[src/rtl/copper_bcd_pkg.sv]
// Shared widths, iteration bound and FSM encoding for the 20-bit to 6-digit BCD converter.
// Latency: n/a (declarations only).
// Backpressure: n/a (declarations only).
package copper_bcd_pkg;

   localparam int BIN_W   = 20;            // binary input width
   localparam int NDIG    = 6;             // BCD digits presented at the outputs
   localparam int SCR_DIG = NDIG + 1;      // scratch digits; the extra one detects overflow
   localparam int SCR_W   = 4 * SCR_DIG;   // scratch width in bits
   localparam int CNT_W   = 5;             // iteration counter width

   // Last SHIFT iteration index: one shift per input bit.
   localparam logic [CNT_W-1:0] ITER_LAST = 5'd19;

   // Largest value representable in the six output digits.
   localparam int MAX_DEC = 999999;

   // FSM encoding kept as plain constants for compatibility with older tooling.
   typedef logic [1:0] state_t;
   localparam state_t ST_IDLE  = 2'd0;
   localparam state_t ST_SHIFT = 2'd1;
   localparam state_t ST_LOAD  = 2'd2;

endpackage

[src/rtl/bcd_add3.sv]
// Double-dabble digit correction: adds 3 to a BCD digit of 5 or more.
// Latency: combinational.
// Backpressure: none.
module bcd_add3 (
   input  logic [3:0] din,
   output logic [3:0] dout
);

   assign dout = (din >= 4'd5) ? (din + 4'd3) : din;

endmodule

[src/rtl/bin_to_bcd6.sv]
// Sequential double-dabble converter: 20-bit unsigned binary to six BCD digits plus overflow flag.
// Latency: done rises 21 cycles after start is accepted; one conversion per 22 cycles at best.
// Backpressure: start is only accepted in IDLE; a start seen while busy is dropped, never queued.
// Build option BCD_OVF_SATURATE_EN: when defined, an overflowing value loads 999999 instead of value mod 1000000.
module bin_to_bcd6
   import copper_bcd_pkg::*;
(
   input  logic             clk,
   input  logic             rst,
   input  logic             start,
   input  logic [BIN_W-1:0] binIn,
   output logic             busy,
   output logic             done,
   output logic             ovf,
   output logic [3:0]       dig0,
   output logic [3:0]       dig1,
   output logic [3:0]       dig2,
   output logic [3:0]       dig3,
   output logic [3:0]       dig4,
   output logic [3:0]       dig5
);

   state_t              state;
   logic [BIN_W-1:0]    bin_sr;     // remaining binary bits, consumed MSB first
   logic [SCR_W-1:0]    scratch;    // seven-digit BCD accumulator
   logic [SCR_W-1:0]    adj;        // scratch after per-digit add-3 correction
   logic [CNT_W-1:0]    cnt;        // SHIFT iteration counter
   logic [4*NDIG-1:0]   dig_r;      // registered output digits, dig0 in the low nibble
   logic [4*NDIG-1:0]   load_dig;   // digits to be captured in LOAD
   logic                ovf_next;   // seventh digit nonzero: value above 999999

   // One correction cell per scratch digit, including the overflow digit.
   genvar g;
   generate
      for (g = 0; g < SCR_DIG; g++) begin : g_add3
         bcd_add3 u_add3 (
            .din  (scratch[4*g +: 4]),
            .dout (adj[4*g +: 4])
         );
      end
   endgenerate

   assign busy     = (state != ST_IDLE);
   assign ovf_next = (scratch[SCR_W-1 -: 4] != 4'd0);

   assign dig0 = dig_r[3:0];
   assign dig1 = dig_r[7:4];
   assign dig2 = dig_r[11:8];
   assign dig3 = dig_r[15:12];
   assign dig4 = dig_r[19:16];
   assign dig5 = dig_r[23:20];

   // Select the digits presented at LOAD: saturated or wrapped on overflow.
   always_comb begin
      load_dig = scratch[4*NDIG-1:0];
`ifdef BCD_OVF_SATURATE_EN
      if (ovf_next) begin
         load_dig = 24'h999999;
      end
`endif
   end

   // FSM, shift datapath and output registers.
   always_ff @(posedge clk) begin
      if (rst) begin
         state   <= ST_IDLE;
         bin_sr  <= '0;
         scratch <= '0;
         cnt     <= '0;
         done    <= 1'b0;
         ovf     <= 1'b0;
         dig_r   <= '0;
      end else begin
         done <= 1'b0;
         case (state)
            ST_IDLE: begin
               if (start) begin
                  bin_sr  <= binIn;
                  scratch <= '0;
                  cnt     <= '0;
                  state   <= ST_SHIFT;
               end
            end
            ST_SHIFT: begin
               // Correct first, then shift the next binary bit into the BCD LSB.
               scratch <= {adj[SCR_W-2:0], bin_sr[BIN_W-1]};
               bin_sr  <= {bin_sr[BIN_W-2:0], 1'b0};
               cnt     <= cnt + 5'd1;
               if (cnt == ITER_LAST) begin
                  state <= ST_LOAD;
               end
            end
            ST_LOAD: begin
               dig_r <= load_dig;
               ovf   <= ovf_next;
               done  <= 1'b1;
               state <= ST_IDLE;
            end
            default: begin
               state <= ST_IDLE;
            end
         endcase
      end
   end

endmodule

[config.mk]
export PLATFORM = sky130hd
export DESIGN_NAME = bin_to_bcd6
export DESIGN_NICKNAME = d
export VERILOG_FILES = /design/src/rtl/copper_bcd_pkg.sv /design/src/rtl/bcd_add3.sv /design/src/rtl/bin_to_bcd6.sv
export SDC_FILE = /design/constraint.sdc
export NUM_CORES = 1
export LEC_CHECK = 0
export BUFFER_PORTS_ARGS = -buffer_cell sky130_fd_sc_hd__clkbuf_2
export CAP_MARGIN = 10
export CORE_MARGIN = 3
export CORE_UTILIZATION = 50
export CTS_BUF_LIST = sky130_fd_sc_hd__clkbuf_8
export DETAILED_ROUTE_END_ITERATION = 8
export PLACE_DENSITY = 0.73
export RECOVER_POWER = 50
export SLEW_MARGIN = 20
export SYNTH_ARGS = -nofsm -noshare
export SYNTH_HDL_FRONTEND = slang
export SYNTH_SLANG_ARGS = --single-unit
export TNS_END_PERCENT = 30
[constraint.sdc]
create_clock -name clk -period 2.91 [get_ports clk]
set_input_delay 0.582 -clock clk [delete_from_list [all_inputs] [get_ports clk]]
set_output_delay 0.582 -clock clk [all_outputs]
set_load 0.005 [all_outputs]
==> impl_metrics.tcl, run 1 <==
set metrics [dict create \
    final_layout_worst_hold_slack_ns 0.4563 \
    final_period_minus_worst_setup_slack_ns 1.927 \
    netlist.area_leader.share_pct 44.37 \
    die_width_um 91.50 \
    max_clock_freq_mhz 518.8 \
    post_synth.cell_area_avg_um2 8.421 \
    mappedNetlistNets 473 \
    cts_root_buffer "clkbuf_8" \
    max_slew.worst_pin.slew_ns 0.7239 \
    clock_latency_ns 0.35 \
    critPathKind "reg2out" \
    slew_violations 0 \
    drt_iter0_markers 108 \
    cts.sinks 81 \
    leakagePower_uw 0.001679 \
    gpl.final_weighted_congestion 0.7548 \
    worst_hold_path.endpoint "dig_r[0]" \
    grt_start_max_net_pins 40 \
    worst-endpoint-required_ns 2.33 \
    synthArstFlopShare_pct 0 \
    die_height_um 91.50 \
    num_antenna_cells 0 \
    synth-edff-count 0 \
    critical_path.max_fanout 25 \
    timing.rr.end "ovf" \
    yosys_register_bits 81 \
    max-cap-violations 0 \
    detailroute.via_count 2978 \
    totalWireLength_um 7210 \
    report.final.hold_viol_count 0 \
    boundaryPins 50 \
    power_density_nw_per_um2 549.3 \
    most_frequent_cell_after_synthesis "dfxtp_1" \
    cts_resized 0 \
    synth_largest_area_cell "dfxtp_1" \
    timing.hold.worst.start "dig_r[0]" \
    final.setup_skew_ns 0.008860 \
    grt_remaining_overflow 0 \
    number_of_port_buffers 49 \
    detail_route.drc_violations 0 \
    layout_cells_sized_above_1_pct 13.53 \
    setup_repair_after_global_routing_missed_its_margin "no" \
    part_of_the_yosys_area_used_for_sequential_elements_pct 44.37 \
    global_route_wire_length_before_repair_um 12560 \
    synth_cells 434 \
    timing.reg2reg.setup_slack_ns 0.98 \
    syn-cell-area_um2 3655 \
    r2r.worst_path.cells 4 \
    startpoint_type "register" \
    endpoint_kind "output pin" \
    cts.hold.buffers_added 0 \
    dp_worst_setup_slack_ns 0.9659 \
    cts_tree "yes" \
    hold_path_class "reg2reg" \
    run_status "finished clean" \
    vdd_drop_max_mv 0.3971 \
    ctsHtreeMaxLevel 3 \
    ys.warnings.count 0 \
    initial_antenna_violation_count 0 \
    layout_worst_path_cycle_share_pct 66.24 \
    path_clk_slew_ns 0.08 \
    synth.area.top_cells "dfxtp_1, nor2_1, a21oi_1" \
    final-setup-viol-count 0 \
    grt_usage_pct 18.21 \
    syn_to_final_growth_pct 12.70 \
    start_util_pct 52.63 \
    antenna_nets_post_route 0 \
    timing.rr.start "state[0]" \
    min_path_cells 2 \
    relSlewSlack_pct 51.74 \
    finalWorstSetupSlack_ns 0.9825 \
    numnets_final 508 \
    ys_types 35 \
    worst-endpoint-arrival_ns 1.35 \
    cts-root-to-sink-buffers 2 \
    detailed_place_hpwl_um 4773 \
    drt-wirelength-per-cell_um 12.67 \
    cts_inserted_buffers 9 \
    rows 30 \
    post_cts.repair.setup_buffers 0 \
    yosys_most_used_dff "dfxtp_1" \
    vias_in_the_first_global_route 2815 \
    yosys-top-cells-count "dfxtp_1, nor2_1, nand2_1" \
    final.setup.tns_ns 0 \
    die_area_um2 8371 \
    drt-vias-per-instance 5.234 \
    drt_pass1_iterations 4 \
    coreArea_um2 6944 \
]
## where the power goes
| part | internal [µW] | switching, µW | total [µW] |
|---|---|---|---|
| Combinational | 64.7 | 85.5 | 150 |
| Clock | 562 | 396 | 958 |
| Sequential | 1140 | 19.2 | 1150 |
## per-stage QoR
stage | power, µW | utilization (%) | cells | area (µm²)
2_1_floorplan | 1297 | - | 434 | 3655
3_3_place_gp | 1328 | 56.14 | 554 | 3899
3_5_place_dp | 1332 | 56.14 | 554 | 3899
4_1_cts | 2287 | 59.48 | 569 | 4130
5_1_grt | 2361 | 59.32 | 569 | 4119
6_report | 2263 | 59.32 | 569 | 4119
## worst max-delay path by stage
stage / from / end / slack [ns]
finish: state[1] / busy / 0.98
global route: state[0] / ovf / 0.71
CTS: state[0] / ovf / 0.94
detailed placement: state[0] / ovf / 0.97
global placement: state[0] / ovf / 1.02
floorplan: state[1] / busy / 1.42
## worst max-delay path, stage by stage, from the launching register on
cell      delay, ns
dfxtp_1        0.34
buf_4          0.23
or2_2          0.32
clkbuf_2       0.11
## cell usage in the layout (no fill, tap or decap), drive strengths merged, types with 3 or more instances in the layout
cell     netlist  layout
clkbuf        10      57
inv           16      16
o22ai          9       9
a21oi         41      41
ha            16      16
or2            3       3
nor3          28      28
a2bb2oi       11      11
xnor2          7       7
buf           20       6
o21ai         13      13
mux2i          7       7
bufinv         0       3
nand2b         9       9
dfxtp         81      81
a22o          20      20
nand2         50      50
nor2b         11      11
xor2           6       6
nor2          57      57
nand3          8       8
## flip-flops by register name (all words and copies together) (netlist names)
name and flops:
done 1, bin_sr 20, cnt 5, ovf 1, state 2, scratch 28
dig_r 24
## cell families after synthesis
| group | share of synthesized area, % |
|---|---|
| compound gates | 17.46 |
| xor+xnor | 3.115 |
| fa+ha+maj | 5.478 |
| buf+inv | 5.991 |
| flops | 44.37 |
| mux | 2.225 |
| simple gates | 21.36 |
## layout make-up
class	count	area [µm²]
multi-input combinational	307	1814
sequential	81	1622
clock inverter	6	107.6
clock buffer	9	123.9
inverter	16	60.06
tap	96	120.1
fill	650	2825
timing repair buffer	54	271.5
## layer usage
layer	routed length [µm]	GRT usage, %	part of all wire (%)	vias to the layer above
li1	-	-	-	1549
met3	331	6.297	4.6	10
met5	0	0	0	-
met4	140	6.030	1.9	0
met1	3413	22.26	47	1361
met2	3324	29.82	46	58
Note: power is estimated with default switching activity, not from simulation.
==> run 2, diff against run 1 <==
Settings changed: PLACE_DENSITY 0.73 to 0.76.
Clock period 2.91 ns to 1.6 ns, I/O delays scaled along.
==> impl_metrics.tcl, run 2 (synthesized netlist as in run 1, its figures left out) <==
set metrics [dict create \
    max-cap-violations 0 \
    final.setup_skew_ns 0.01398 \
    final.setup.tns_ns 0 \
    global_route_wire_length_before_repair_um 13590 \
    cts_root_buffer "clkbuf_8" \
    layout_top_registers "scratch x28, dig_r x24, bin_sr x20" \
    power_density_nw_per_um2 907.5 \
    layout_cells_sized_above_1_pct 16.05 \
    worst-path-buf-inv 1 \
    crit_path_max_incr_delay_ns 0.38 \
    portion_of_total_power_attributed_to_sequential_cells_pct 55.4 \
    vdd_drop_max_mv 0.5222 \
    slew_violations 0 \
    most_frequent_cells_in_the_layout "dfxtp_1, nor2_1, nand2_1" \
    cts-root-to-sink-buffers 2 \
    largest_reg_flops 28 \
    rows 30 \
    number_of_port_buffers 49 \
    start_util_pct 52.63 \
    cts_tree "yes" \
    internal_power_uw 2786 \
    grt_start_max_net_pins 32 \
    clock_latency_ns 0.36 \
    detail_route.drc_violations 0 \
    post_cts.repair.setup_buffers 0 \
    report.final.hold_viol_count 0 \
    vias_in_the_first_global_route 2986 \
    cts.hold.buffers_added 0 \
    syn_to_final_growth_pct 14.04 \
    initial_antenna_violation_count 0 \
    final_common_cell "dfxtp_1" \
    antenna_nets_post_route 0 \
    cp_cell_sequence "inv_1 > ha_1 > nand2b_1 > a21oi_1 > mux2i_1 > a22o_1" \
    coreArea_um2 6944 \
    largest_register "scratch" \
    cts_inserted_buffers 9 \
    layout_worst_path_cycle_share_pct 96.92 \
    drt-vias-per-instance 5.191 \
    totalPowerFinal_uw 3782 \
    detailed_place_hpwl_um 5292 \
    die_width_um 91.50 \
    gpl.final_weighted_congestion 0.7487 \
    totalWireLength_um 7660 \
    die_height_um 91.50 \
    leakagePower_uw 0.001699 \
    final-setup-viol-count 0 \
    critical-path-top-delay-family "compound AO/OA/AOI/OAI gates" \
    critical_path.max_fanout 4 \
    relSlewSlack_pct 66.15 \
    detailroute.via_count 3021 \
    boundaryPins 50 \
    max_slew.worst_pin.slew_ns 0.5060 \
    grt_remaining_overflow 0 \
    num_antenna_cells 0 \
    worst-endpoint-arrival_ns 1.80 \
    run_status "finished clean" \
    cts.sinks 81 \
    final_period_minus_worst_setup_slack_ns 1.551 \
    drt-wirelength-per-cell_um 13.16 \
    worst-endpoint-required_ns 1.85 \
    switchingPower_uw 996.0 \
    pwr-share-clk_pct 36.6 \
    drt_iter0_markers 127 \
    drt_pass1_iterations 4 \
    numnets_final 520 \
    ctsHtreeMaxLevel 3 \
    critPathKind "reg2reg" \
    path_clk_slew_ns 0.08 \
    critical_path.slowest_cell "dfxtp_1" \
    startpoint_type "register" \
    hold_path_class "in2reg" \
    netSwitchingFraction_pct 26.33 \
    endpoint_kind "register" \
    power.combinational.fraction_pct 8.0 \
    setup_repair_after_global_routing_missed_its_margin "no" \
    die_area_um2 8371 \
    cts_resized 0 \
    grt_usage_pct 19.71 \
    max_clock_freq_mhz 644.9 \
]
==> run 2: cell types whose count changed in the layout (fill, tap and decap cells not counted), moves of 2 or more <==
cell / before / now
buf_4: 5 / 16
a21oi_1: 41 / 36
a21oi_2: 0 / 5
clkbuf_1: 8 / 12
bufinv_16: 3 / 0
clkbuf_2: 40 / 37
clkinv_4: 0 / 3
inv_6: 0 / 3
clkinv_2: 2 / 0
==> run 2: metrics by stage <==
step           setup slack (ns)  utilization [%]  hold WS (ns)  cell area, µm²  cells
4_1_cts                 0.03530            60.09        0.3107            4173    582
5_1_grt                 0.01342            60.02        0.3233            4168    582
6_report                0.04928            60.02        0.3193            4168    582
3_5_place_dp            0.07246            57.44        0.4463            3989    566
2_1_floorplan            0.2328                -        0.4470            3655    434
3_3_place_gp             0.1867            57.44        0.4437            3989    566
==> run 2: worst paths after layout <==
| check | start | end | slack (ns) | cells after the start |
|---|---|---|---|---|
| setup / recovery | scratch[21] | scratch[22] | 0.05 | 6 |
| hold / removal | binIn[0] | bin_sr[0] | 0.32 | 4 |
| setup reg to reg | scratch[21] | scratch[22] | 0.05 | 6 |
| hold reg to reg | dig_r[18] | dig_r[18] | 0.46 | 2 |
==> run 2: power groups by stage <==
stage / clock, µW / sequential (µW) / combinational [µW]
finish: 1380 / 2100 / 303
global route: 1530 / 2100 / 341
CTS: 1420 / 2100 / 305
detailed placement: 0 / 2140 / 304
global placement: 0 / 2140 / 295
floorplan: 0 / 2130 / 226
==> run 2: layer usage <==
metal / vias up / wire length (µm) / global-route usage [%]
li1: 1563 / - / -
met1: 1386 / 3650 / 25.05
met2: 61 / 3610 / 33.23
met3: 11 / 292 / 4.060
met4: 0 / 106 / 6.407
met5: - / 0 / 0
==> run 2: cell type report <==
cell class / count / area (µm²)
Fill cell: 654 / 2776
Inverter: 16 / 60.06
Clock inverter: 7 / 60.06
Clock buffer: 9 / 123.9
Multi-Input combinational cell: 307 / 1828
Sequential cell: 81 / 1622
Tap cell: 96 / 120.1
Timing Repair Buffer: 66 / 354.1
==> run 2: worst min-delay path, stage by stage <==
cell and delay (ns):
clkbuf_2 0.08, inv_1 0.04, a2bb2oi_1 0.13, nor2_1 0.07
==> run 3, diff against run 2 <==
Settings changed: CORE_UTILIZATION 50 to 44, PLACE_DENSITY 0.76 to 0.66.
Clock period 1.6 ns to 1.85 ns, I/O delays scaled along.
==> impl_metrics.tcl, run 3 (synthesized netlist as in run 1, its figures left out) <==
set metrics [dict create \
    run_status "finished clean" \
    numnets_final 519 \
    final_common_cell "dfxtp_1" \
    clock_latency_ns 0.35 \
    global_route_wire_length_before_repair_um 13120 \
    antenna_nets_post_route 0 \
    boundaryPins 50 \
    cts.sinks 81 \
    ctsHtreeMaxLevel 3 \
    cts_tree "yes" \
    layout_cells_sized_above_1_pct 15.67 \
    cts.hold.buffers_added 0 \
    grt_remaining_overflow 0 \
    grt_start_max_net_pins 28 \
    relSlewSlack_pct 53.31 \
    drt-wirelength-per-cell_um 12.88 \
    report.final.hold_viol_count 0 \
    endpoint_kind "output pin" \
    number_of_port_buffers 49 \
    die_height_um 97.14 \
    vias_in_the_first_global_route 2857 \
    num_antenna_cells 0 \
    power_density_nw_per_um2 821.5 \
    startpoint_type "register" \
    final.setup.tns_ns 0 \
    critical_path.max_fanout 12 \
    layout_top_registers "scratch x28, dig_r x24, bin_sr x20" \
    largest_register "scratch" \
    slew_violations 0 \
    start_util_pct 46.34 \
    leakagePower_uw 0.001718 \
    critPathKind "reg2out" \
    max_slew.worst_pin.slew_ns 0.7004 \
    detailed_place_hpwl_um 5126 \
    cts_inserted_buffers 9 \
    gpl.final_weighted_congestion 0.7826 \
    cts-root-to-sink-buffers 2 \
    die_width_um 97.14 \
    crit_path_max_incr_delay_ns 0.39 \
    cts_root_buffer "clkbuf_8" \
    final-setup-viol-count 0 \
    totalWireLength_um 7563 \
    detail_route.drc_violations 0 \
    timing.rr.start "state[0]" \
    initial_antenna_violation_count 0 \
    max-cap-violations 0 \
    finalInstanceArea_um2 4185 \
    timing.hold.worst.start "binIn[0]" \
    final_period_minus_worst_setup_slack_ns 1.713 \
    drt-vias-per-instance 5.153 \
    cts_resized 0 \
    grt_usage_pct 16.50 \
    post_cts.repair.setup_buffers 0 \
    most_frequent_cells_in_the_layout "dfxtp_1, nor2_1, nand2_1" \
    r2r.worst_path.cells 4 \
    cp_cell_sequence "buf_4 > or2_2 > clkbuf_2" \
    crit_path_start "state[0]" \
    worst_hold_path.endpoint "bin_sr[0]" \
    timing.rr.end "ovf" \
    setup_repair_after_global_routing_missed_its_margin "no" \
    totalPowerFinal_uw 3438 \
    drt_pass1_iterations 4 \
    timing.reg2reg.setup_slack_ns 0.21 \
    rows 32 \
    syn_to_final_growth_pct 14.52 \
    largest_reg_flops 28 \
    path_clk_slew_ns 0.08 \
    worst-endpoint-required_ns 1.48 \
    detailroute.via_count 3025 \
    coreArea_um2 7888 \
    final.setup_skew_ns 0.009502 \
    final_layout_worst_hold_slack_ns 0.3833 \
    hold_path_class "in2reg" \
    worst-endpoint-arrival_ns 1.34 \
    die_area_um2 9436 \
    drt_iter0_markers 103 \
    max_clock_freq_mhz 583.8 \
    n_fill_cell 740 \
    critical_path.slowest_cell "dfxtp_1" \
    vdd_drop_max_mv 0.3901 \
    place_area_um2 3989 \
    min_path_cells 4 \
    layout_worst_path_cycle_share_pct 92.58 \
]
-- run 3: cell types whose count changed in the layout (fill, tap and decap cells not counted), moves of 2 or more --
cell      previous run  this run
a21oi_1             36        41
a21oi_2              5         0
clkbuf_1            12         9
clkbuf_2            37        41
clkbuf_8             9        11
inv_6                3         0
-- run 3: worst max path at each step --
| stage | slack [ns] | to |
|---|---|---|
| floorplan | 0.48 | scratch[10] |
| global placement | 0.36 | scratch[6] |
| detailed placement | 0.34 | bin_sr[13] |
| CTS | 0.13 | busy |
| global route | 0.08 | ovf |
| finish | 0.14 | busy |
-- run 3: layout make-up --
cell class / instances / area (µm²) / area share (%)
clock buffer: 11 / 151.4 / 3.617
timing repair buffer: 65 / 351.6 / 8.401
multi-input combinational: 307 / 1809 / 43.23
tap: 102 / 127.6 / 3.049
clock inverter: 5 / 63.81 / 1.525
inverter: 16 / 60.06 / 1.435
sequential: 81 / 1622 / 38.74
-- run 3: through the flow --
stage / std cells / util, % / setup WS (ns)
floorplan: 434 / - / 0.4828
global placement: 571 / 50.57 / 0.3582
detailed placement: 571 / 50.57 / 0.3431
CTS: 587 / 53.30 / 0.1316
global route: 587 / 53.06 / 0.08114
finish: 587 / 53.06 / 0.1372
-- run 3: routing by layer --
layer	routed length, µm	global-route usage, %	vias to the layer above
met5	0	0	-
met4	94	5.292	0
met3	316	3.733	9
met2	3358	26.59	61
met1	3794	21.91	1390
li1	-	-	1565
-- run 3: power breakdown --
| part | internal [µW] | switching (µW) | leakage, µW |
|---|---|---|---|
| Clock | 704 | 659 | 0.000106 |
| Sequential | 1790 | 27.4 | 0.000658 |
| Combinational | 115 | 146 | 0.000955 |
-- run 3: critical path: cells and delay by family, from the launching register on --
family                 cells  cell delay, ns
flip-flops                 1            0.39
AND/OR/NAND/NOR            1            0.29
buffers and inverters      2            0.32
